[config.mk]
export PLATFORM = sky130hd
export DESIGN_NAME = nav_command_sequencer
export DESIGN_NICKNAME = d
export VERILOG_FILES = /design/src/rtl/nav_pkg.sv /design/src/rtl/nav_shadow_integrator.sv /design/src/rtl/nav_command_sequencer.sv
export SDC_FILE = /design/constraint.sdc
export NUM_CORES = 1
export LEC_CHECK = 0
export CAP_MARGIN = 30
export CELL_PAD_IN_SITES_DETAIL_PLACEMENT = 1
export CELL_PAD_IN_SITES_GLOBAL_PLACEMENT = 1
export CORE_ASPECT_RATIO = 0.8
export CORE_UTILIZATION = 37
export CTS_CLUSTER_SIZE = 24
export DETAILED_ROUTE_END_ITERATION = 6
export PLACE_DENSITY_LB_ADDON = 0.12
export SKIP_CTS_REPAIR_TIMING = 1
export SLEW_MARGIN = 20
export SYNTH_ARGS = -nofsm -noshare
export SYNTH_HDL_FRONTEND = slang
export SYNTH_SLANG_ARGS = --single-unit
[constraint.sdc]
create_clock -name clk -period 3.1 [get_ports clk]
set_clock_uncertainty 0.05 [all_clocks]
set_input_delay 0.31 -clock clk [delete_from_list [all_inputs] [get_ports clk]]
set_output_delay 0.31 -clock clk [all_outputs]
set_load 0.02 [all_outputs]
[src/rtl/nav_pkg.sv]
// nav_pkg: shared encodings, one-hot selects and state type for the navigation command sequencer
package nav_pkg;
    localparam logic [1:0] OP_ZERO    = 2'b00;
    localparam logic [1:0] OP_CRUISE  = 2'b01;
    localparam logic [1:0] OP_JUMP    = 2'b10;
    localparam logic [1:0] OP_ILLEGAL = 2'b11;

    localparam logic [1:0] SPD_NONE    = 2'b00;
    localparam logic [1:0] SPD_ATTACK  = 2'b01;
    localparam logic [1:0] SPD_DEFENSE = 2'b10;
    localparam logic [1:0] SPD_STEALTH = 2'b11;

    localparam logic [3:0] MODE_ZERO    = 4'b0001;
    localparam logic [3:0] MODE_ATTACK  = 4'b0010;
    localparam logic [3:0] MODE_DEFENSE = 4'b0100;
    localparam logic [3:0] MODE_STEALTH = 4'b1000;

    localparam logic [3:0] POS_ZERO     = 4'b0001;
    localparam logic [3:0] POS_SUBLIGHT = 4'b0010;
    localparam logic [3:0] POS_JUMP     = 4'b0100;

    localparam logic [1:0] ST_OK      = 2'b00;
    localparam logic [1:0] ST_ABORT   = 2'b01;
    localparam logic [1:0] ST_ILLEGAL = 2'b10;

    typedef enum logic [1:0] {S_ZERO, S_IDLE, S_CRUISE, S_JUMP} state_e;

    function automatic logic [3:0] speed_mode(input logic [1:0] s);
        return s == SPD_ATTACK  ? MODE_ATTACK  :
               s == SPD_DEFENSE ? MODE_DEFENSE :
               s == SPD_STEALTH ? MODE_STEALTH : MODE_ZERO;
    endfunction
endpackage

[src/rtl/nav_shadow_integrator.sv]
// nav_shadow_integrator: mirror of the axis position register (zero/add/load/hold from the one-hot selects)
module nav_shadow_integrator
    import nav_pkg::*;
#(
    parameter int K             = 16,
    parameter int ATTACK_SPEED  = 1,
    parameter int DEFENSE_SPEED = 1,
    parameter int STEALTH_SPEED = 1
) (
    input  logic         clk,
    input  logic         rst_n,
    input  logic [3:0]   mode,
    input  logic [3:0]   pos_mode,
    input  logic [K-1:0] jump_position,
    output logic [K-1:0] est
);
    logic [K-1:0] vel;
    logic [K-1:0] est_d;

    always_comb begin
        vel   = mode == MODE_ATTACK  ? K'(ATTACK_SPEED)  :
                mode == MODE_DEFENSE ? K'(DEFENSE_SPEED) :
                mode == MODE_STEALTH ? K'(STEALTH_SPEED) : '0;
        est_d = pos_mode == POS_ZERO     ? '0            :
                pos_mode == POS_SUBLIGHT ? est + vel     :
                pos_mode == POS_JUMP     ? jump_position : est;
    end

    always_ff @(posedge clk or negedge rst_n)
        if (!rst_n) est <= '0;
        else        est <= est_d;
endmodule

[src/rtl/nav_command_sequencer.sv]
// nav_command_sequencer: accepts navigation commands and drives the integrator's one-hot selects
module nav_command_sequencer
    import nav_pkg::*;
#(
    parameter int K             = 16,
    parameter int CNT_W         = 8,
    parameter int ATTACK_SPEED  = 1,
    parameter int DEFENSE_SPEED = 1,
    parameter int STEALTH_SPEED = 1
) (
    input  logic             clk,
    input  logic             rst_n,
    input  logic             cmd_valid,
    output logic             cmd_ready,
    input  logic [1:0]       cmd_op,
    input  logic [1:0]       cmd_speed,
    input  logic [CNT_W-1:0] cmd_count,
    input  logic [K-1:0]     cmd_jump_pos,
    input  logic             abort,
    output logic [3:0]       mode,
    output logic [3:0]       pos_mode,
    output logic [K-1:0]     jump_position,
    output logic             done,
    output logic [1:0]       status,
    output logic [K-1:0]     est_position
);
    state_e           state_q, state_d;
    logic [CNT_W-1:0] cnt_q, cnt_d;
    logic [1:0]       speed_q, speed_d;
    logic [K-1:0]     jump_q, jump_d;
    logic             done_d;
    logic [1:0]       status_d;
    logic             boot_q;

    always_ff @(posedge clk or negedge rst_n)
        if (!rst_n) begin
            state_q <= S_ZERO;
            cnt_q   <= '0;
            speed_q <= SPD_NONE;
            jump_q  <= '0;
            done    <= 1'b0;
            status  <= ST_OK;
            boot_q  <= 1'b1;
        end else begin
            state_q <= state_d;
            cnt_q   <= cnt_d;
            speed_q <= speed_d;
            jump_q  <= jump_d;
            done    <= done_d;
            status  <= status_d;
            boot_q  <= 1'b0;
        end

    always_comb begin
        state_d  = state_q;
        cnt_d    = cnt_q;
        speed_d  = speed_q;
        jump_d   = jump_q;
        done_d   = 1'b0;
        status_d = ST_OK;
        case (state_q)
            S_ZERO: begin
                state_d = S_IDLE;
                done_d  = !boot_q;
            end
            S_IDLE:
                if (cmd_valid)
                    case (cmd_op)
                        OP_ZERO: state_d = S_ZERO;
                        OP_CRUISE: begin
                            speed_d = cmd_speed;
                            cnt_d   = cmd_count;
                            state_d = cmd_count == '0 ? S_IDLE : S_CRUISE;
                            done_d  = cmd_count == '0;
                        end
                        OP_JUMP: begin
                            jump_d  = cmd_jump_pos;
                            state_d = S_JUMP;
                        end
                        default: begin
                            done_d   = 1'b1;
                            status_d = ST_ILLEGAL;
                        end
                    endcase
            S_CRUISE: begin
                cnt_d = cnt_q - CNT_W'(1);
                // abort still lets this cycle's step complete; it only cuts the remaining count
                if (abort || cnt_q == CNT_W'(1)) begin
                    state_d  = S_IDLE;
                    done_d   = 1'b1;
                    status_d = abort ? ST_ABORT : ST_OK;
                end
            end
            S_JUMP: begin
                state_d = S_IDLE;
                done_d  = 1'b1;
            end
        endcase
    end

    assign cmd_ready     = state_q == S_IDLE;
    assign mode          = state_q == S_CRUISE ? speed_mode(speed_q) : MODE_ZERO;
    assign pos_mode      = state_q == S_ZERO ? POS_ZERO : state_q == S_JUMP ? POS_JUMP : POS_SUBLIGHT;
    assign jump_position = jump_q;

    nav_shadow_integrator #(
        .K(K), .ATTACK_SPEED(ATTACK_SPEED), .DEFENSE_SPEED(DEFENSE_SPEED), .STEALTH_SPEED(STEALTH_SPEED)
    ) u_shadow (
        .clk(clk),
        .rst_n(rst_n),
        .mode(mode),
        .pos_mode(pos_mode),
        .jump_position(jump_position),
        .est(est_position)
    );
endmodule

==> results.py, run 1 <==
metrics = {
    "status": {
        "status": "finished with violations",
        "violations": "negative hold slack",
    },
    "critical_path": {
        "crit_cells": 6,
        "r2r-end": "u_shadow.est[14]",
        "crit_required_ns": 2.74,
        "ff2ff_setup_slack_ns": 0.70,
        "worstReg2RegStart": "state_q[0]",
        "slowest_delay_ns": 0.61,
        "critPathMaxFanout": 22,
        "worst-endpoint-arrival_ns": 2.16,
        "slowest_stage": "clkdlybuf4s50_1",
        "crit_chain": "inv_1 > ha_1 > buf_4 > nand2_1 > nor2_1 > clkdlybuf4s50_1",
        "start_kind": "flop",
        "r2r_cells": 10,
        "critPathKind": "reg2out",
        "end_kind": "output port",
        "crit_buf_inv": 3,
        "cp_top_family": "buffers and inverters",
    },
    "routing": {
        "vias": 2450,
        "totalWireLength_mm": 7.820,
        "drcViolationCount": 0,
        "routed.top_layer": "met4",
        "ant_nets": 0,
        "avgViaCountPerCell": 5.432,
        "drtIter0Drc": 99,
        "dr_wl_met3_um": 286,
        "drt_first_pass_iters": 6,
        "wire_per_inst_um": 17.34,
        "wl_met2_mm": 3.479,
        "drt-met1-wl_mm": 4.008,
    },
    "synth": {
        "synth_top_area_cell": "dfrtp_1",
        "yosysUniqueCellTypes": 44,
        "ys_top_cells_by_count": "dfrtp_1 (47), nor2_1 (29), mux2_2 (27)",
        "synthArstFlopShare_pct": 100.0,
        "yosys_warnings": 0,
        "synth_most_common_cell": "dfrtp_1",
        "synth.area.mux_share_pct": 15.47,
        "syn_inst": 288,
        "synth_edf_count": 0,
        "synth_compound_area_share_pct": 14.94,
        "synth_xor_area_share_pct": 0,
        "synthAdderAreaFrac_pct": 5.796,
        "synthDominantCellAreaShare_pct": 41.91,
        "synth_area_sq_um": 2806,
        "synth_area_leaders": "dfrtp_1 (42%), mux2_2 (11%), ha_1 (5.8%)",
        "synth_top_family_by_area": "simple AND/OR/NAND/NOR gates",
        "ys_seq_elements": 48,
        "ys_seq_area_share_pct": 42.84,
        "synth_flop_cell": "dfrtp_1",
        "syn_area_per_cell_sq_um": 9.745,
        "synth-simple-area-share_pct": 16.63,
    },
    "cts": {
        "cts_tree": "built",
        "clk_pin_slew_worst_paths_ns": 0.09,
        "root_buffer": "clkbuf_8",
        "htreeDepth": 2,
        "clock_latency_ns": 0.30,
        "cts_buffer_depth": 2,
        "cts_made_buffers": 5,
        "cts_num_sinks": 48,
    },
    "timing": {
        "hold_viol_final": 17,
        "maxSlewViolCount": 0,
        "rsz0062_at_grt": "false",
        "worst_pin_slew_ns": 0.7625,
        "worst_slack_ns": 0.5840,
        "finalSetupViolations": 0,
        "fin_crit_ns": 2.516,
        "fin_setup_tns_ns": 0,
        "whs_ns": -0.004703,
        "fmax_mhz": 397.5,
        "period_share_pct": 81.16,
        "slew_headroom_pct": 48.70,
    },
    "global_routing": {
        "track_usage_pct": 21.31,
        "grt_pass1_wl_mm": 13.24,
        "grt_pass1_vias": 2590,
        "grt_overflow_total": 0,
        "antenna_found_initial": 0,
        "grt_max_degree": 30,
    },
    "floorplan": {
        "ios": 76,
        "core_area_sq_um": 7357,
        "initial_utilization_pct": 38.15,
        "die_x_um": 99.37,
        "die_area_sq_um": 7939,
        "num_rows": 28,
        "die_h_um": 79.90,
    },
    "flow_run": {
        "drv_cap": 0,
    },
    "power_and_ir_drop": {
        "power_frac_clock_pct": 13.1,
        "ir_worst_vdd_uv": 427.7,
        "p_int_mw": 1.984,
        "swShare_pct": 43.46,
        "p_per_area_nw_per_um2": 935.7,
        "pwr-share-comb_pct": 54.4,
        "power.leakage_nw": 1.592,
        "pwr-share-seq_pct": 32.5,
        "switchingPower_mw": 1.525,
    },
    "cells_and_area": {
        "nFillCells": 846,
        "syn2layout_area_growth_pct": 33.62,
        "fin_nets": 405,
        "drive_above_1_share_pct": 13.02,
        "antenna_cells": 0,
    },
    "placed_design": {
        "gp_congestion": 0.7912,
        "dp_slack_ns": 0.5981,
        "port_buffers": 74,
        "hpwl_mm": 5.713,
    },
    "hold_path": {
        "min_path_type": "in2async",
    },
}
[area by class of cell]
class	count	area (sq um)	area share, %
clock inverters	2	35.03	0.9343
multi-input cells	211	1490	39.74
inverters	13	48.80	1.301
well taps	90	112.6	3.003
flip-flops and latches	48	1202	32.07
repair buffers	81	788.3	21.02
clock buffers	6	72.57	1.935
[logic make-up (layout without fill, tap and decap cells)]
group	Yosys count	in the layout
fa+ha+maj	13	13
other cells	1	2
simple gates	93	93
flops	48	48
mux	40	40
buf+inv	30	102
compound gates	63	63
[through the flow]
stage | area, sq um | power, mW | utilization [%] | std cells | hold WS, ns
after global routing | 3750 | 3.779 | 50.97 | 451 | 0.03393
final | 3750 | 3.509 | 50.97 | 451 | -0.004703
after global placement | 3642 | 3.003 | 49.51 | 443 | 0.3348
after floorplan | 2810 | 2.276 | - | 289 | -0.03559
after detailed placement | 3642 | 3.074 | 49.51 | 443 | 0.3467
after CTS | 3750 | 3.545 | 50.97 | 451 | 0.009494
[flip-flops by register name (all words and copies together) (netlist names)]
register	cells
done	1
status	2
jump_position	16
state_q	2
boot_q	1
u_shadow.est	16
speed_q	2
cnt_q	8
[cell usage in the layout (no fill, tap or decap), types with 6 or more instances in the layout]
cell              n
mux2i_1          13
clkdlybuf4s50_1  73
o22ai_1           6
ha_1             13
nand3_1          11
o21ai_0           8
nor3_1            6
a21oi_1          15
inv_1            13
dfrtp_1          47
mux2_2           27
a22oi_1          14
and2_1            6
nor2_1           29
nand2_1          20
buf_4             7
[per-layer routing]
metal  GRT usage, %  vias to the layer above
met5              0                        -
met4          4.118                        0
met3          4.378                        4
met2          33.54                       49
met1          30.32                     1217
li1               -                     1180
[worst max path at each step]
stage                     slack [ns]          endpoint        from
after floorplan                 0.35  u_shadow.est[11]  state_q[0]
final                           0.58           mode[2]  state_q[0]
after CTS                       0.56           mode[2]  state_q[0]
after global placement          0.66          cnt_q[3]   cmd_op[1]
after detailed placement        0.60          cnt_q[3]   cmd_op[1]
after global routing            0.42  u_shadow.est[14]  state_q[0]
[power by group through the flow]
stage | registers [mW] | clock network [mW] | logic, mW
finish | 1.14 | 0.459 | 1.91
CTS | 1.14 | 0.475 | 1.93
global route | 1.19 | 0.497 | 2.09
floorplan | 1.28 | 0 | 0.996
detailed placement | 1.15 | 0 | 1.92
global placement | 1.14 | 0 | 1.87
(Power assumes the default switching activity.)
==> inputs of run 2 (changes only) <==
- clock period: 3.1 -> 2.6 ns (I/O delays scaled with it)
==> run 2 against run 1 <==
The flow now finishes without violations. Clock power is 5.2% higher. Critical path type unchanged. Final cell count is 0.44% higher. Largest power group unchanged. Flip-flop and latch count stayed put. Largest cell class unchanged.
==> results.py, run 2 (synthesis results as in run 1) <==
metrics = {
    "cells_and_area": {
        "fin_nets": 407,
        "fin_util_pct": 51.14,
        "final_common_cell": "clkdlybuf4s50_1",
        "final_cell_mix": "clkdlybuf4s50_1 (73), dfrtp_1 (47), nor2_1 (28), mux2_2 (27), nand2_1 (20)",
        "design_area_sq_um": 3762,
        "fin_cells": 453,
        "drive_above_1_share_pct": 14.05,
        "antenna_cells": 0,
        "syn2layout_area_growth_pct": 34.06,
    },
    "critical_path": {
        "critPathKind": "reg2out",
        "slowest_stage": "clkdlybuf4s50_1",
        "slowest_delay_ns": 0.61,
        "critPathMaxFanout": 22,
        "start_kind": "flop",
        "worstReg2RegStart": "state_q[0]",
        "crit_buf_inv": 3,
        "crit_chain": "inv_1 > ha_1 > buf_6 > nand2_1 > nor2_1 > clkdlybuf4s50_1",
        "r2r_cells": 9,
        "end_kind": "output port",
        "ff2ff_setup_slack_ns": 0.24,
        "r2r-end": "u_shadow.est[11]",
        "crit_cells": 6,
        "cp_top_family": "buffers and inverters",
        "crit_required_ns": 2.29,
        "worst-endpoint-arrival_ns": 2.13,
    },
    "global_routing": {
        "grt_max_degree": 33,
        "grt_pass1_wl_mm": 12.66,
        "track_usage_pct": 20.50,
        "antenna_found_initial": 0,
        "grt_pass1_vias": 2405,
        "grt_overflow_total": 0,
    },
    "placed_design": {
        "gp_congestion": 0.7930,
        "dp_slack_ns": 0.2606,
        "port_buffers": 74,
        "dpl_cell_area_sq_um": 3654,
        "hpwl_mm": 5.530,
        "dp_cells": 444,
    },
    "floorplan": {
        "num_rows": 28,
        "die_x_um": 99.37,
        "initial_utilization_pct": 38.15,
        "core_area_sq_um": 7357,
        "ios": 76,
        "die_area_sq_um": 7939,
        "die_h_um": 79.90,
    },
    "status": {
        "status": "finished, final reports clean",
    },
    "cts": {
        "cts_tree": "built",
        "clock_latency_ns": 0.31,
        "clk_pin_slew_worst_paths_ns": 0.10,
        "cts_num_sinks": 48,
        "cts_made_buffers": 5,
        "htreeDepth": 2,
        "cts_buffer_depth": 2,
        "root_buffer": "clkbuf_8",
    },
    "timing": {
        "fin_crit_ns": 2.440,
        "hold_viol_final": 0,
        "rsz0062_at_grt": "false",
        "maxSlewViolCount": 0,
        "finalSetupViolations": 0,
        "fin_setup_tns_ns": 0,
        "period_share_pct": 93.85,
        "worst_pin_slew_ns": 0.7409,
        "fmax_mhz": 409.8,
        "worst_slack_ns": 0.1599,
        "slew_headroom_pct": 50.15,
        "whs_ns": 0.3619,
    },
    "routing": {
        "drt_first_pass_iters": 4,
        "wire_per_inst_um": 16.83,
        "avgViaCountPerCell": 5.470,
        "drtIter0Drc": 85,
        "vias": 2478,
        "totalWireLength_mm": 7.625,
        "drcViolationCount": 0,
        "ant_nets": 0,
    },
    "power_and_ir_drop": {
        "power.leakage_nw": 1.597,
        "p_per_area_nw_per_um2": 1096,
        "ir_worst_vdd_uv": 504.0,
        "finalPower_mw": 4.124,
    },
    "hold_path": {
        "min_path_type": "in2async",
    },
    "flow_run": {
        "drv_cap": 0,
    },
}
[run 2: cell types whose count changed in the layout (fill, tap and decap cells not counted)]
| cell | previous run | this run |
|---|---|---|
| buf_6 | 0 | 1 |
| bufinv_16 | 1 | 0 |
| clkbuf_1 | 1 | 0 |
| clkbuf_8 | 5 | 6 |
| clkinv_2 | 1 | 2 |
| dlygate4sd3_1 | 0 | 1 |
| nor2_1 | 29 | 28 |
| nor2_2 | 0 | 1 |
| o21ai_0 | 8 | 7 |
| o21ai_2 | 0 | 1 |
[run 2: how the worst max path moves through the flow]
| stage | startpoint | end | slack (ns) |
|---|---|---|---|
| finish | state_q[0] | mode[1] | 0.16 |
| global route | state_q[0] | mode[2] | 0.03 |
| CTS | state_q[0] | mode[1] | 0.08 |
| detailed placement | state_q[0] | u_shadow.est[14] | 0.26 |
| global placement | state_q[0] | u_shadow.est[11] | 0.39 |
| floorplan | state_q[0] | u_shadow.est[11] | 0.04 |
[run 2: area by class of cell]
class | count | area (sq um)
Clock inverter | 2 | 10.01
Tap cell | 90 | 112.6
Timing Repair Buffer | 83 | 809.5
Multi-Input combinational cell | 211 | 1496
Fill cell | 842 | 3595
Sequential cell | 48 | 1202
Inverter | 13 | 48.80
Clock buffer | 6 | 82.58
[run 2: per-layer routing]
layer,up-vias,wire length (um),track usage [%],share of wire (%)
met5,-,0,0,0
met4,0,70,4.853,0.92
met3,7,359,3.940,4.7
met2,65,3282,31.04,43
met1,1223,3912,30.00,51
li1,1183,-,-,-
[run 2: power by group]
| part | leakage (nW) | switching, mW | internal (mW) | total, mW |
|---|---|---|---|---|
| clock network | 0.0510 | 0.270 | 0.213 | 0.483 |
| registers | 0.602 | 0.325 | 1.03 | 1.36 |
| logic | 0.944 | 1.23 | 1.05 | 2.28 |
| total | 1.60 | 1.83 | 2.30 | 4.12 |
